<file path="src/rtl/keypad_scanner.sv">
// keypad_scanner: 4x4 matrix keypad sequencer.
// Drives the keypad rows one-hot in rotation and samples the column lines
// through a two-flop synchronizer. A press is debounced, mapped to a 4-bit
// key code and reported with a single key_valid strobe.
//
// Ports:
//   clk       in   system clock
//   rst       in   synchronous active-high reset
//   col_in    in   [3:0] raw asynchronous column lines, active-high
//   row_drv   out  [3:0] registered one-hot row drive
//   key_code  out  [3:0] code of the last accepted key, held until the next one
//   key_valid out  one-clock strobe, key_code valid in the same cycle
//   key_down  out  high while a key is being debounced or held
module keypad_scanner #(
  parameter int SCAN_DIV = 1000,
  parameter int DB_TICKS = 20
) (
  input  logic       clk,
  input  logic       rst,
  input  logic [3:0] col_in,
  output logic [3:0] row_drv,
  output logic [3:0] key_code,
  output logic       key_valid,
  output logic       key_down
);

  localparam int PW = $clog2(SCAN_DIV);
  localparam int CW = $clog2(DB_TICKS + 1);
  localparam logic [PW-1:0] DIV_LAST = PW'(SCAN_DIV - 1);
  localparam logic [CW-1:0] CNT_LAST = CW'(DB_TICKS - 1);

  typedef enum logic [1:0] {
    S_SCAN,
    S_DEBOUNCE,
    S_HOLD
  } state_t;

  state_t        state_q, state_d;
  logic [3:0]    sync1_q, sync1_d;
  logic [3:0]    col_s_q, col_s_d;
  logic [PW-1:0] pre_q, pre_d;
  logic [3:0]    row_q, row_d;
  logic [3:0]    cap_col_q, cap_col_d;
  logic [CW-1:0] db_cnt_q, db_cnt_d;
  logic [CW-1:0] rel_cnt_q, rel_cnt_d;
  logic [3:0]    key_code_q, key_code_d;
  logic          key_valid_q, key_valid_d;
  logic          key_down_q, key_down_d;

  logic          tick;
  logic          map_ok;
  logic [3:0]    map_code;

  // Key map on the frozen row and the captured columns. Only one-hot column
  // patterns are listed, so multi-column presses fall through as unmapped.
  always_comb begin
    map_ok   = 1'b1;
    map_code = '0;
    case ({row_q, cap_col_q})
      8'b0001_0001: map_code = 4'd1;
      8'b0001_0010: map_code = 4'd2;
      8'b0001_0100: map_code = 4'd3;
      8'b0001_1000: map_code = 4'd10;
      8'b0010_0001: map_code = 4'd4;
      8'b0010_0010: map_code = 4'd5;
      8'b0010_0100: map_code = 4'd6;
      8'b0010_1000: map_code = 4'd11;
      8'b0100_0001: map_code = 4'd7;
      8'b0100_0010: map_code = 4'd8;
      8'b0100_0100: map_code = 4'd9;
      8'b0100_1000: map_code = 4'd12;
      8'b1000_0010: map_code = 4'd0;
      default:      map_ok   = 1'b0;
    endcase
  end

  always_comb begin
    sync1_d     = col_in;
    col_s_d     = sync1_q;
    state_d     = state_q;
    row_d       = row_q;
    cap_col_d   = cap_col_q;
    db_cnt_d    = db_cnt_q;
    rel_cnt_d   = rel_cnt_q;
    key_code_d  = key_code_q;
    key_valid_d = 1'b0;

    tick  = (pre_q == DIV_LAST);
    pre_d = tick ? '0 : pre_q + PW'(1);

    if (tick) begin
      case (state_q)
        S_SCAN: begin
          if (col_s_q == '0) begin
            row_d = {row_q[2:0], row_q[3]};
          end else begin
            cap_col_d = col_s_q;
            db_cnt_d  = '0;
            state_d   = S_DEBOUNCE;
          end
        end
        S_DEBOUNCE: begin
          if (col_s_q == cap_col_q) begin
            if (db_cnt_q == CNT_LAST) begin
              // Unmapped or multi-column presses still park in HOLD so
              // that exactly one release is needed before rescanning.
              state_d = S_HOLD;
              if (map_ok) begin
                key_code_d  = map_code;
                key_valid_d = 1'b1;
              end
            end else begin
              db_cnt_d = db_cnt_q + CW'(1);
            end
          end else begin
            state_d = S_SCAN;
          end
        end
        S_HOLD: begin
          if (col_s_q == '0) begin
            if (rel_cnt_q == CNT_LAST) begin
              rel_cnt_d = '0;
              state_d   = S_SCAN;
            end else begin
              rel_cnt_d = rel_cnt_q + CW'(1);
            end
          end else begin
            rel_cnt_d = '0;
          end
        end
        default: state_d = S_SCAN;
      endcase
    end

    key_down_d = (state_d != S_SCAN);
  end

  always_ff @(posedge clk) begin
    if (rst) begin
      state_q     <= S_SCAN;
      sync1_q     <= '0;
      col_s_q     <= '0;
      pre_q       <= '0;
      row_q       <= 4'b0001;
      cap_col_q   <= '0;
      db_cnt_q    <= '0;
      rel_cnt_q   <= '0;
      key_code_q  <= '0;
      key_valid_q <= 1'b0;
      key_down_q  <= 1'b0;
    end else begin
      state_q     <= state_d;
      sync1_q     <= sync1_d;
      col_s_q     <= col_s_d;
      pre_q       <= pre_d;
      row_q       <= row_d;
      cap_col_q   <= cap_col_d;
      db_cnt_q    <= db_cnt_d;
      rel_cnt_q   <= rel_cnt_d;
      key_code_q  <= key_code_d;
      key_valid_q <= key_valid_d;
      key_down_q  <= key_down_d;
    end
  end

  assign row_drv   = row_q;
  assign key_code  = key_code_q;
  assign key_valid = key_valid_q;
  assign key_down  = key_down_q;

endmodule
</file>
<file path="config.mk">
export PLATFORM = sky130hd
export DESIGN_NAME = keypad_scanner
export DESIGN_NICKNAME = d
export VERILOG_FILES = /design/src/rtl/keypad_scanner.sv
export SDC_FILE = /design/constraint.sdc
export NUM_CORES = 1
export LEC_CHECK = 0
export BUFFER_PORTS_ARGS = -buffer_cell sky130_fd_sc_hd__buf_2
export CORE_ASPECT_RATIO = 1.5
export CORE_MARGIN = 2
export CORE_UTILIZATION = 30
export CTS_CLUSTER_SIZE = 16
export DETAILED_ROUTE_END_ITERATION = 10
export GPL_TIMING_DRIVEN = 0
export HOLD_SLACK_MARGIN = 0.1
export PLACE_DENSITY_LB_ADDON = 0.12
export REMOVE_ABC_BUFFERS = 1
export SYNTH_ARGS = -nofsm -noshare
export SYNTH_HDL_FRONTEND = slang
export SYNTH_SLANG_ARGS = --single-unit
export TNS_END_PERCENT = 100
</file>
<file path="constraint.sdc">
create_clock -name clk -period 2.3 [get_ports clk]
set_clock_uncertainty 0.1 [all_clocks]
set_input_delay 0.115 -clock clk [delete_from_list [all_inputs] [get_ports clk]]
set_output_delay 0.115 -clock clk [all_outputs]
set_load 0.01 [all_outputs]
</file>
==> results of run 1 <==
[worst max-delay path by stage]
| stage | cells past startpoint | slack [ns] | endpoint | from |
|---|---|---|---|---|
| after floorplan | 5 | 0.07 | key_code[2] | row_drv[0] |
| after global placement | 5 | -0.34 | db_cnt_q[1] | cap_col_q[2] |
| after detailed placement | 5 | -0.36 | db_cnt_q[1] | cap_col_q[2] |
| after CTS | 5 | 0.008 | key_code[2] | row_drv[2] |
| after global routing | 5 | 0.003 | key_code[2] | row_drv[3] |
| final | 5 | 0.05 | key_code[2] | row_drv[3] |
[cells in the final DEF, fill, tap and decap left out, types with 7 or more instances in the layout]
cell type / Yosys / routed
nand2b_1: 8 / 8
buf_4: 0 / 7
nor2_1: 26 / 26
dfxtp_1: 44 / 34
xnor2_1: 8 / 8
xor2_1: 11 / 11
nand3_1: 10 / 10
buf_2: 1 / 15
mux2i_1: 7 / 7
nor2b_1: 13 / 13
a21oi_1: 9 / 9
nand2_1: 8 / 7
inv_1: 8 / 8
[registers in the layout, summed over array words and instances, names as in the netlist]
name	flops
state_q	2
key_code	4
row_drv	4
db_cnt_q	5
col_s_d	4
key_valid	1
rel_cnt_q	5
key_down	1
col_s_q	4
cap_col_q	4
pre_q	10
[cells by family (layout without fill, tap and decap cells)]
kind of cell	Yosys count	count (layout)	synth area share
compound gates	39	39	0.132
xor+xnor	19	19	0.0746
fa+ha+maj	3	3	0.0168
buf+inv	21	42	0.0393
flops	44	44	0.395
mux	8	8	0.0365
simple gates	112	112	0.306
[cell usage after synthesis, types with 3 or more instances]
library cell	count
nor2_1	26
nor4bb_1	4
xor2_1	11
and3_1	3
nor4_1	6
nand3_1	10
nand4_1	5
mux2i_1	7
a21oi_1	9
nand2_1	8
nor3_1	6
or4_1	3
inv_1	8
xnor2_1	8
o211ai_1	3
nor2b_1	13
nand2b_1	8
dfxtp_1	44
a311oi_1	3
ha_1	3
o31ai_1	3
o21ai_0	5
clkbuf_1	11
or3_1	3
[what timing repair did]
item / 4_1_cts / 5_1_grt
pin swaps: 2 / 2
gates resized for setup: 8 / 19
hold buffers: 4 / 0
hold endpoints to repair: 4 / 0
endpoints found under the setup margin: 17 / 20
buffers inserted: 3 / 4
[routing by layer]
layer	vias to the layer above	wire, um
li1	922	-
met1	832	2210
met2	16	2220
met3	4	88
met4	0	65
met5	-	0
[stage by stage]
stage | setup WS (ns) | std cells | power, uW
global route | 0.00288 | 367 | 1540
CTS | 0.00777 | 363 | 1490
floorplan | 0.0652 | 233 | 836
detailed placement | -0.355 | 348 | 860
global placement | -0.339 | 348 | 859
finish | 0.0536 | 367 | 1460
[area by class of cell]
cell class,count,area (um^2),share of cell area
clock buffers,5,68.8,0.0257
flip-flops and latches,44,903,0.338
multi-input cells,181,1340,0.499
repair buffers,26,168,0.0626
inverters,8,30.0,0.0112
well taps,100,125,0.0468
clock inverters,3,46.3,0.0173
[power by group through the flow]
stage	combinational, uW	sequential [uW]	clock, uW
global placement	58.8	801	0
floorplan	35.9	800	0
global route	81.7	783	674
CTS	68.3	783	639
finish	72.1	780	608
detailed placement	59.3	801	0
==> metrics.yaml, run 1 <==
clock_network:
  clkTransAtPathRegs_ns: 0.09
  clock_latency_ns: 0.30
  cts_sinks: 44
  cts_tree: "done"
  cts.htree.levels: 2
  root_buffer: "clkbuf_8"
  cts.path.max_buffers: 2
  numCtsBuffers: 5
synth:
  synth-edff-count: 0
  syn_inst: 246
  ys.flop_type: "dfxtp_1"
  async_flop_share: 0
  ys_seq_area_frac: 0.395
  yosys.area.top_type: "dfxtp_1"
  synth_top_area_frac: 0.395
  syn_avg_cell_area_um2: 9.07
  ys_ff_latch: 44
  yosys_warnings: 0
  syn_area_mm2: 0.00223
  yosysUniqueCellTypes: 52
  synth_area_leaders: "dfxtp_1, nor2_1, xor2_1, nor2b_1, mux2i_1"
global_route:
  top_usage_layer: "met2"
  gr-usage-met2: 0.207
  grt_max_degree: 34
  grt_pass1_wl_um: 7610
  grt_util_met1: 0.148
  grt_pass1_vias: 1583
  overflow: 0
  grt_use_met3: 0.0275
  grt_usage: 0.122
  antenna_found_initial: 0
hold_path:
  hold_class: "in2reg"
  hold_depth: 2
  whs_endpoint: "pre_q[2]"
  hp-start: "rst"
finish:
  final_util: 0.370
  area_growth_pct: 20.0
  design_area_mm2: 0.00268
  drive_gt1_frac: 0.236
  antenna_cells: 0
  num-nets-final: 275
  fillers: 779
power_and_ir_drop:
  p_seq_frac: 0.534
  p_leak_uw: 0.000923
  power.density_mw_per_mm2: 545
  peakVddDrop_mv: 0.239
  p_comb_frac: 0.049
  internal_power_uw: 1130
  clockPowerShare: 0.416
  p_sw_frac: 0.226
  switching_power_uw: 330
die:
  core_area_mm2: 0.00723
  ios: 16
  die_x_um: 74.4
  num_rows: 38
  start_util: 0.309
  die_h_um: 110
  die_area_mm2: 0.00816
outcome:
  status: "complete, no violations"
sta:
  fin_crit_sh: 0.977
  slew_headroom: 0.456
  worst_hold_slack_ns: 0.232
  worstMarginPinSlew_ns: 0.809
  fmax_mhz: 445
  slew_violations: 0
  period_minus_slack_ns: 2.25
  tns_ns: 0
  setup-violations-final: 0
  rsz0062_at_grt: "no"
  timing.final.hold_violations: 0
critical_path:
  crit_path_frequent_cell: "a31o_4"
  crit_slowest_cell: "or4b_4"
  cp_num_buf_inv: 0
  cpLargestDelayFamily: "simple AND/OR/NAND/NOR gates"
  r2r_cells: 5
  critPathMaxStageDelay_ns: 0.54
  worstSetupStartpointType: "register"
  crit_fanout: 10
  r2r-start: "row_drv[3]"
  crit_chain: "or4b_4, or3_4, a31o_4, a31o_4, a221oi_2"
  critPathArrivalTime_ns: 2.36
  r2r_end: "key_code[2]"
  r2r_setup_slack_ns: 0.05
  cp-end-kind: "register"
  critPathRequiredTime_ns: 2.41
  crit_type: "reg2reg"
flow_run:
  drv_cap: 0
route:
  drtAntennaViolNets: 0
  drtIter0Drc: 50
  avgViaCountPerCell: 4.83
  dr.pass1.iters: 4
  wirelength_um: 4590
  via_count: 1774
  drc: 0
  routedWlPerCell_um: 12.5
placement:
  portBuffers: 15
  placed_cell_area_mm2: 0.00237
  place.gp.congestion: 0.761
  dp_hpwl_um: 3080
(Power assumes the default switching activity.)
==> inputs of run 2 (changes only) <==
--- a/config.mk
+++ b/config.mk
@@ -15,6 +15,7 @@
 export HOLD_SLACK_MARGIN = 0.1
 export PLACE_DENSITY_LB_ADDON = 0.12
 export REMOVE_ABC_BUFFERS = 1
+export SETUP_SLACK_MARGIN = 0.1
 export SYNTH_ARGS = -nofsm -noshare
 export SYNTH_HDL_FRONTEND = slang
 export SYNTH_SLANG_ARGS = --single-unit
==> run 2 against run 1 <==
Maximum frequency up 4.8%; clock power about the same; design area up 5.1%; critical endpoint unchanged.
==> metrics.yaml, run 2 (synthesized netlist as in run 1, its figures left out) <==
placement:
  place.gp.congestion: 0.761  # unchanged
  placed_cell_area_mm2: 0.00237  # unchanged
  dp_hpwl_um: 3080  # unchanged
  portBuffers: 15  # unchanged
finish:
  drive_gt1_frac: 0.299  # was 0.236
  design_area_mm2: 0.00281  # was 0.00268 mm^2
  area_growth_pct: 26.1  # was 20.0%
  largestRegisters: "pre_q (10), db_cnt_q (5), rel_cnt_q (5)"  # unchanged
  layout_common_cells: "dfxtp_1, nor2_1, buf_4"  # was dfxtp_1, nor2_1, buf_2
  num-nets-final: 289  # was 275
  final_common_cell: "dfxtp_1"  # unchanged
  antenna_cells: 0  # unchanged
  regMostFlops: "pre_q"  # unchanged
  largest_reg_flops: 10  # unchanged
die:
  start_util: 0.309  # unchanged
  die_x_um: 74.4  # unchanged
  ios: 16  # unchanged
  core_area_mm2: 0.00723  # unchanged
  die_h_um: 110  # unchanged
  num_rows: 38  # unchanged
  die_area_mm2: 0.00816  # unchanged
hold_path:
  hold_class: "in2reg"  # unchanged
route:
  routedWlPerCell_um: 12.3  # was 12.5 um
  drtAntennaViolNets: 0  # unchanged
  avgViaCountPerCell: 4.75  # was 4.83
  wirelength_um: 4680  # was 4590 um
  drtIter0Drc: 57  # was 50
  via_count: 1809  # was 1,774
  drc: 0  # unchanged
  dr.pass1.iters: 4  # unchanged
clock_network:
  cts.path.max_buffers: 2  # unchanged
  cts_tree: "done"  # unchanged
  cts_sinks: 44  # unchanged
  root_buffer: "clkbuf_8"  # unchanged
  numCtsBuffers: 5  # unchanged
  cts.htree.levels: 2  # unchanged
  clkTransAtPathRegs_ns: 0.09  # about the same
  clock_latency_ns: 0.29  # was 0.30 ns
sta:
  rsz0062_at_grt: "yes"  # was no
  fmax_mhz: 467  # was 445 MHz
  timing.final.hold_violations: 0  # unchanged
  setup-violations-final: 0  # unchanged
  worst_hold_slack_ns: 0.219  # was 0.232 ns
  fin_crit_sh: 0.932  # was 0.977
  worstMarginPinSlew_ns: 0.640  # was 0.809 ns
  slew_violations: 0  # unchanged
  period_minus_slack_ns: 2.14  # was 2.25 ns
  slew_headroom: 0.573  # was 0.456
critical_path:
  critPathRequiredTime_ns: 2.42  # was 2.41 ns
  crit_type: "reg2reg"  # unchanged
  crit_chain: "or4b_4, or3_4, a31o_4, a31o_4, a221oi_2"  # unchanged
  cp-end-kind: "register"  # unchanged
  crit_fanout: 5  # was 10
  crit_path_frequent_cell: "a31o_4"  # unchanged
  crit_slowest_cell: "or4b_4"  # unchanged
  critPathMaxStageDelay_ns: 0.53  # was 0.54 ns
  critPathArrivalTime_ns: 2.26  # was 2.36 ns
  worstSetupStartpointType: "register"  # unchanged
  cpLargestDelayFamily: "simple AND/OR/NAND/NOR gates"  # unchanged
  cp_num_buf_inv: 0  # unchanged
  r2r_setup_slack_ns: 0.16  # was 0.05 ns
global_route:
  antenna_found_initial: 0  # unchanged
  grt_pass1_vias: 1639  # was 1,583
  grt_max_degree: 34  # unchanged
  grt_usage: 0.123  # was 0.122
  overflow: 0  # unchanged
  grt_pass1_wl_um: 7740  # was 7610 um
power_and_ir_drop:
  peakVddDrop_mv: 0.237  # was 0.239 mV
  p_leak_uw: 0.000993  # was 0.000923 uW
  power.density_mw_per_mm2: 520  # was 545 mW/mm^2
  fin_total_pwr_uw: 1460  # about the same
flow_run:
  drv_cap: 0  # unchanged
outcome:
  status: "complete, no violations"  # unchanged
## run 2: per-layer routing
layer  track usage  wire (um)  vias to the layer above
li1              -          -                      951
met1         0.148       2160                      840
met2         0.212       2350                       14
met3        0.0275         86                        4
met4        0.0459         71                        0
met5             0          0                        -
## run 2: what timing repair did
| action | CTS | global route |
|---|---|---|
| hold buffers | 4 | 0 |
| gates resized for setup | 19 | 19 |
| setup endpoints to repair | 23 | 22 |
| buffers inserted | 12 | 9 |
| pin swaps | 3 | 8 |
| hold endpoints to repair | 4 | 0 |
## run 2: layout make-up
type / instances / area, um^2
inverter: 8 / 30.0
clock buffer: 5 / 68.8
multi-input combinational: 181 / 1350
sequential: 44 / 916
clock inverter: 3 / 46.3
timing repair buffer: 40 / 277
tap: 100 / 125
fill: 775 / 4410
## run 2: worst register-to-register path, cell delays in order (launching register included)
cell	delay, ns
dfxtp_4	0.36
or4b_4	0.53
or3_4	0.35
a31o_4	0.27
a31o_4	0.24
a221oi_2	0.22
## run 2: final timing paths
path,cells after the start,start,endpoint
setup / recovery,5,row_drv[3],key_code[2]
hold / removal,2,rst,row_drv[3]
setup reg to reg,5,row_drv[3],key_code[2]
hold reg to reg,1,col_s_d[3],col_s_q[3]
## run 2: power breakdown
group / internal (uW) / switching (uW) / total, uW
Clock: 327 / 279 / 606
Sequential: 767 / 9.52 / 776
Combinational: 40.0 / 41.3 / 81.3
Total: 1130 / 330 / 1460
## run 2: stage by stage
stage	utilization	cells	worst slack, ns	setup TNS, ns
after floorplan	-	233	0.0652	0
after global placement	0.328	348	-0.339	-3.64
after detailed placement	0.328	348	-0.355	-4.07
after CTS	0.370	372	0.0908	0
after global routing	0.389	381	0.0982	0
final	0.389	381	0.157	0
